[config.mk]
export PLATFORM = sky130hd
export DESIGN_NAME = sprite_addr_seq
export DESIGN_NICKNAME = d
export VERILOG_FILES = /design/src/rtl/sprite_addr_seq.sv
export SDC_FILE = /design/constraint.sdc
export NUM_CORES = 1
export LEC_CHECK = 0
export ABC_AREA = 1
export CAP_MARGIN = 40
export CORE_MARGIN = 4
export CORE_UTILIZATION = 59
export DETAILED_ROUTE_END_ITERATION = 8
export PLACE_DENSITY = 0.95
export SLEW_MARGIN = 20
export SYNTH_ARGS = -nofsm -noshare
export SYNTH_HDL_FRONTEND = slang
export SYNTH_SLANG_ARGS = --single-unit
[constraint.sdc]
create_clock -name vga_clk -period 5.7 [get_ports vga_clk]
set_clock_uncertainty 0.05 [all_clocks]
set_input_delay 0.855 -clock vga_clk [delete_from_list [all_inputs] [get_ports vga_clk]]
set_output_delay 0.855 -clock vga_clk [all_outputs]
set_load 0.01 [all_outputs]
[src/rtl/sprite_addr_seq.sv]
// Sprite ROM address sequencer: maps raster coordinates to a registered ROM address and
// sprite_on flag, and steps animation frames on vsync falls so frames never tear.
module sprite_addr_seq #(
  parameter int SPR_W  = 96,
  parameter int SPR_H  = 112,
  parameter int FRAMES = 4,
  parameter int HOLD   = 6,
  parameter int ADDR_W = 16
) (
  input  logic                     vga_clk,
  input  logic                     reset,
  input  logic                     vsync,
  input  logic [9:0]               draw_x,
  input  logic [9:0]               draw_y,
  input  logic [9:0]               pos_x,
  input  logic [9:0]               pos_y,
  input  logic                     mirror,
  input  logic                     play,
  input  logic                     loop,
  output logic [ADDR_W-1:0]        rom_address,
  output logic                     sprite_on,
  output logic [(FRAMES > 1 ? $clog2(FRAMES) : 1)-1:0] frame,
  output logic                     busy,
  output logic                     done
);

  localparam int FW = (FRAMES > 1) ? $clog2(FRAMES) : 1;
  localparam int HW = (HOLD > 1) ? $clog2(HOLD) : 1;

  localparam logic [FW-1:0]     FRAME_LAST = FW'(FRAMES - 1);
  localparam logic [HW-1:0]     HOLD_LAST  = HW'(HOLD - 1);
  localparam logic [ADDR_W-1:0] FRAME_SIZE = ADDR_W'(SPR_W * SPR_H);
  localparam logic [ADDR_W-1:0] ROW_SIZE   = ADDR_W'(SPR_W);

  typedef enum logic [1:0] {
    S_IDLE,
    S_PLAY,
    S_DONE
  } state_t;

  state_t              state_q, state_d;
  logic                vsync_q;
  logic                frame_tick;
  logic [FW-1:0]       frame_q, frame_d;
  logic [HW-1:0]       hold_q, hold_d;
  logic                busy_q, busy_d;
  logic                done_q, done_d;
  logic [9:0]          pos_x_q, pos_x_d;
  logic [9:0]          pos_y_q, pos_y_d;
  logic                mirror_q, mirror_d;
  logic [ADDR_W-1:0]   rom_address_q, rom_address_d;
  logic                sprite_on_q, sprite_on_d;

  logic [10:0]         x_end, y_end;
  logic                in_box;
  logic [9:0]          rx, ry, col;

  assign frame_tick = vsync_q & ~vsync;

  // Position and mirror are only taken at the field boundary so a sprite never shears mid-field.
  always_comb begin
    pos_x_d  = pos_x_q;
    pos_y_d  = pos_y_q;
    mirror_d = mirror_q;
    if (frame_tick) begin
      pos_x_d  = pos_x;
      pos_y_d  = pos_y;
      mirror_d = mirror;
    end
  end

  always_comb begin
    state_d = state_q;
    frame_d = frame_q;
    hold_d  = hold_q;
    busy_d  = busy_q;
    done_d  = 1'b0;
    case (state_q)
      S_IDLE: begin
        if (play) begin
          state_d = S_PLAY;
          frame_d = '0;
          hold_d  = '0;
          busy_d  = 1'b1;
        end
      end
      S_PLAY: begin
        if (frame_tick) begin
          if (hold_q < HOLD_LAST) begin
            hold_d = hold_q + HW'(1);
          end else begin
            hold_d = '0;
            if (frame_q < FRAME_LAST) begin
              frame_d = frame_q + FW'(1);
            end else if (loop) begin
              frame_d = '0;
            end else begin
              state_d = S_DONE;
              frame_d = '0;
              busy_d  = 1'b0;
              done_d  = 1'b1;
            end
          end
        end
      end
      S_DONE: begin
        state_d = S_IDLE;
        busy_d  = 1'b0;
      end
      default: begin
        state_d = S_IDLE;
        frame_d = '0;
        hold_d  = '0;
        busy_d  = 1'b0;
      end
    endcase
  end

  // Box edges are formed in 11 bits so a sprite near column/row 1023 clips instead of wrapping.
  always_comb begin
    x_end  = {1'b0, pos_x_q} + 11'(SPR_W);
    y_end  = {1'b0, pos_y_q} + 11'(SPR_H);
    in_box = (draw_x >= pos_x_q) && ({1'b0, draw_x} < x_end) &&
             (draw_y >= pos_y_q) && ({1'b0, draw_y} < y_end);
    rx  = draw_x - pos_x_q;
    ry  = draw_y - pos_y_q;
    col = mirror_q ? (10'(SPR_W - 1) - rx) : rx;
    rom_address_d = '0;
    if (in_box) begin
      rom_address_d = ADDR_W'(frame_q) * FRAME_SIZE + ADDR_W'(ry) * ROW_SIZE + ADDR_W'(col);
    end
    sprite_on_d = in_box;
  end

  always_ff @(posedge vga_clk or posedge reset) begin
    if (reset) begin
      state_q       <= S_IDLE;
      vsync_q       <= 1'b1;
      frame_q       <= '0;
      hold_q        <= '0;
      busy_q        <= 1'b0;
      done_q        <= 1'b0;
      pos_x_q       <= '0;
      pos_y_q       <= '0;
      mirror_q      <= 1'b0;
      rom_address_q <= '0;
      sprite_on_q   <= 1'b0;
    end else begin
      state_q       <= state_d;
      vsync_q       <= vsync;
      frame_q       <= frame_d;
      hold_q        <= hold_d;
      busy_q        <= busy_d;
      done_q        <= done_d;
      pos_x_q       <= pos_x_d;
      pos_y_q       <= pos_y_d;
      mirror_q      <= mirror_d;
      rom_address_q <= rom_address_d;
      sprite_on_q   <= sprite_on_d;
    end
  end

  assign rom_address = rom_address_q;
  assign sprite_on   = sprite_on_q;
  assign frame       = frame_q;
  assign busy        = busy_q;
  assign done        = done_q;

endmodule

==> results.yml, run 1 <==
cells_and_area:
  nNetsFinal: 718
  antenna_cells: 0
  drive_above_1_share_pct: 7.414
  multi_input_area_um2: 2639
  syn2layout_area_growth_pct: 21.20
  fillers: 511
  regArea_um2: 1177
critical_path:
  cpMaxStageDelayCell: "fa_1"
  crit_path_start_kind: "input pin"
  cp-end-kind: "flip-flop"
  cpMostUsedCell: "inv_1"
  cp_data_arrival_time_ps: 5060
  path_class: "in -> reg"
  critPathMaxFanout: 4
  cp.required_ps: 5820
  slowest_delay_ps: 460
power_and_ir_drop:
  ir_worst_vdd_mv: 0.3176
  p_seq_share_pct: 17.7
  clkPwrFrac_pct: 8.9
  p_leak_nw: 2.610
  p_sw_mw: 1.225
  p_sw_share_pct: 49.43
  p_int_mw: 1.254
  pwr-share-comb_pct: 73.4
  p_per_area_nw_per_um2: 490.9
timing:
  fmax_mhz: 202.3
  period_share_pct: 86.72
  period_needed_ps: 4943
  rsz0062_at_grt: "no"
  hold_viol: 0
  max-slew-margin-rel_pct: 56.20
  setup_viol_count_final: 0
  holdWs_ps: 474.5
  worstMarginPinSlew_ps: 655.0
  fin_tns_setup_ps: 0
  drv_slew: 0
drt:
  drc_errors: 0
  ant_nets: 0
  drt_iter0_markers: 219
  drt_wl_total_um: 9764
  dr.pass1.iters: 4
  drt-vias-per-instance: 5.350
  via_count: 3761
  wire_per_inst_um: 13.89
clock_tree:
  cts_tree: "done"
  cts.sinks: 47
  cts_resized: 0
  postCtsSetupBuffers: 0
  cts.clk_slew.worst_paths_ps: 90
  cts_root_buf: "clkbuf_8"
  cts-buffers-inserted: 5
  clk_latency_ps: 300
  cts_buffer_depth: 2
  htree_levels: 2
  holdBufCountCts: 0
yosys:
  ys_ff_latch: 47
  synth_area_um2: 4166
  netlist.area_leader.share_pct: 27.63
  ys_types: 41
  synth_edf_count: 0
  synthFlopType: "dfrtp_1"
  synth_top_area_cell: "dfrtp_1"
  ys_seq_area_share_pct: 28.26
  synth_fp_nets: 650
  async_reset_ff_share_pct: 100.0
  synth_commonest_cells: "inv_1, nand2_1, nor2_1, ha_1, a21oi_1"
  avgSynthCellArea_um2: 7.744
  synthTopCellsByArea: "dfrtp_1, ha_1, inv_1"
  netlist_instances: 538
  ys_warn_count: 0
grt:
  grt_max_degree: 28
  grt_pass1_vias: 3778
  grt_pass1_wl_um: 16750
  grt.overflow.total: 0
  grt_use_total_pct: 23.96
  antenna_found_initial: 0
floorplanning:
  rows: 30
  pin_count: 67
  fp.dieW_um: 92.04
  coreArea_um2: 6832
  die_h_um: 92.04
  dieArea_um2: 8470
  start_util_pct: 60.99
place:
  numPortBuffers: 66
  gp_congestion: 0.9162
  place_hpwl_um: 7980
worst_hold_path:
  worst_hold_path_type: "reg -> reg"
flow_run:
  maxCapViolCount: 0
run_status:
  status: "finished clean"
==> worst max-delay path: cells and delay by family <==
kind | cells | cell delay, ps
AO/OA/AOI/OAI | 5 | 960
XOR/XNOR | 2 | 340
adder cells (fa/ha/maj) | 5 | 1580
buffers and inverters | 8 | 840
AND/OR/NAND/NOR | 5 | 480
==> per-layer routing <==
metal	global-route usage [%]	wire (µm)
met3	3.938	458
met2	42.27	4963
met5	0	0
met1	29.91	4138
met4	7.426	204
==> final cells by class <==
type	count	share of cell area, %
flip-flops and latches	47	23.32
multi-input cells	399	52.25
well taps	96	2.379
clock buffers	6	1.635
inverters	85	6.318
clock inverters	2	0.3221
repair buffers	68	13.78
==> path summary, 6_finish.rpt <==
path	to	startpoint	slack, ps	cells after the start
min in group asynchronous	rom_address[14]	reset	870	2
min reg2reg	pos_y_q[0]	pos_y_q[0]	470	1
max in group asynchronous	pos_x_q[9]	reset	4200	3
max reg2reg	rom_address[13]	pos_y_q[0]	1400	23
max	rom_address[13]	draw_y[0]	760	25
min	pos_y_q[0]	pos_y_q[0]	470	1
==> cell usage in the layout, fill, tap and decap left out, types with 2 or more instances in the layout <==
cell type,instances
nand3_2,2
o21ai_1,6
nand3b_1,3
nor3_1,9
nor3b_1,2
clkbuf_8,6
a21oi_2,3
fa_1,5
inv_1,79
ha_1,61
xnor2_1,12
nand4_1,6
a31oi_1,4
o211ai_1,2
nand2_2,16
dfrtp_1,46
o21bai_1,3
nor2_1,62
o21ai_0,17
clkdlybuf4s50_1,66
a221oi_1,3
inv_2,5
mux2_2,2
nand2_4,2
a21oi_1,47
nand3_1,19
xor2_1,24
nand2_1,80
==> flip-flops by register name, summed over array words and instances (netlist names) <==
register	cells
rom_address	16
pos_x_q	10
pos_y_q	10
hold_q	3
frame	2
busy	1
done	1
mirror_q	1
sprite_on	1
state_q	1
vsync_q	1
==> power groups by stage <==
stage	Clock (mW)	Sequential [mW]	Combinational, mW
2_1_floorplan	0	0.446	1.37
3_3_place_gp	0	0.440	1.67
3_5_place_dp	0	0.444	1.79
4_1_cts	0.223	0.438	1.82
5_1_grt	0.240	0.445	2.07
6_report	0.221	0.439	1.82
==> metrics by stage <==
stage | utilization [%] | setup WS [ps] | instances | total power [mW] | area [µm²]
CTS | 73.92 | 775.6 | 703 | 2.476 | 5050
global route | 73.92 | 337.9 | 703 | 2.755 | 5050
floorplan | - | 1334 | 538 | 1.812 | 4167
global placement | 72.07 | 698.0 | 694 | 2.114 | 4923
finish | 73.92 | 756.8 | 703 | 2.479 | 5050
detailed placement | 72.47 | 464.8 | 695 | 2.233 | 4951
==> logic make-up (layout without fill, tap and decap cells) <==
family	Yosys count	count (layout)	synth area share [%]
flip-flops	47	47	28.26
buffers and inverters	92	161	8.408
AND/OR/NAND/NOR	205	205	22.19
XOR/XNOR	37	37	7.958
AO/OA/AOI/OAI	89	89	11.92
multiplexers	2	2	0.5405
adder cells (fa/ha/maj)	66	66	20.72
Power figures use the tool's default switching activity.
==> run 2, diff against run 1 <==
Settings changed: SKIP_CTS_REPAIR_TIMING set to 1.
==> results of run 2 <==
Final layout, timing and power as in run 1 (identical DEF).
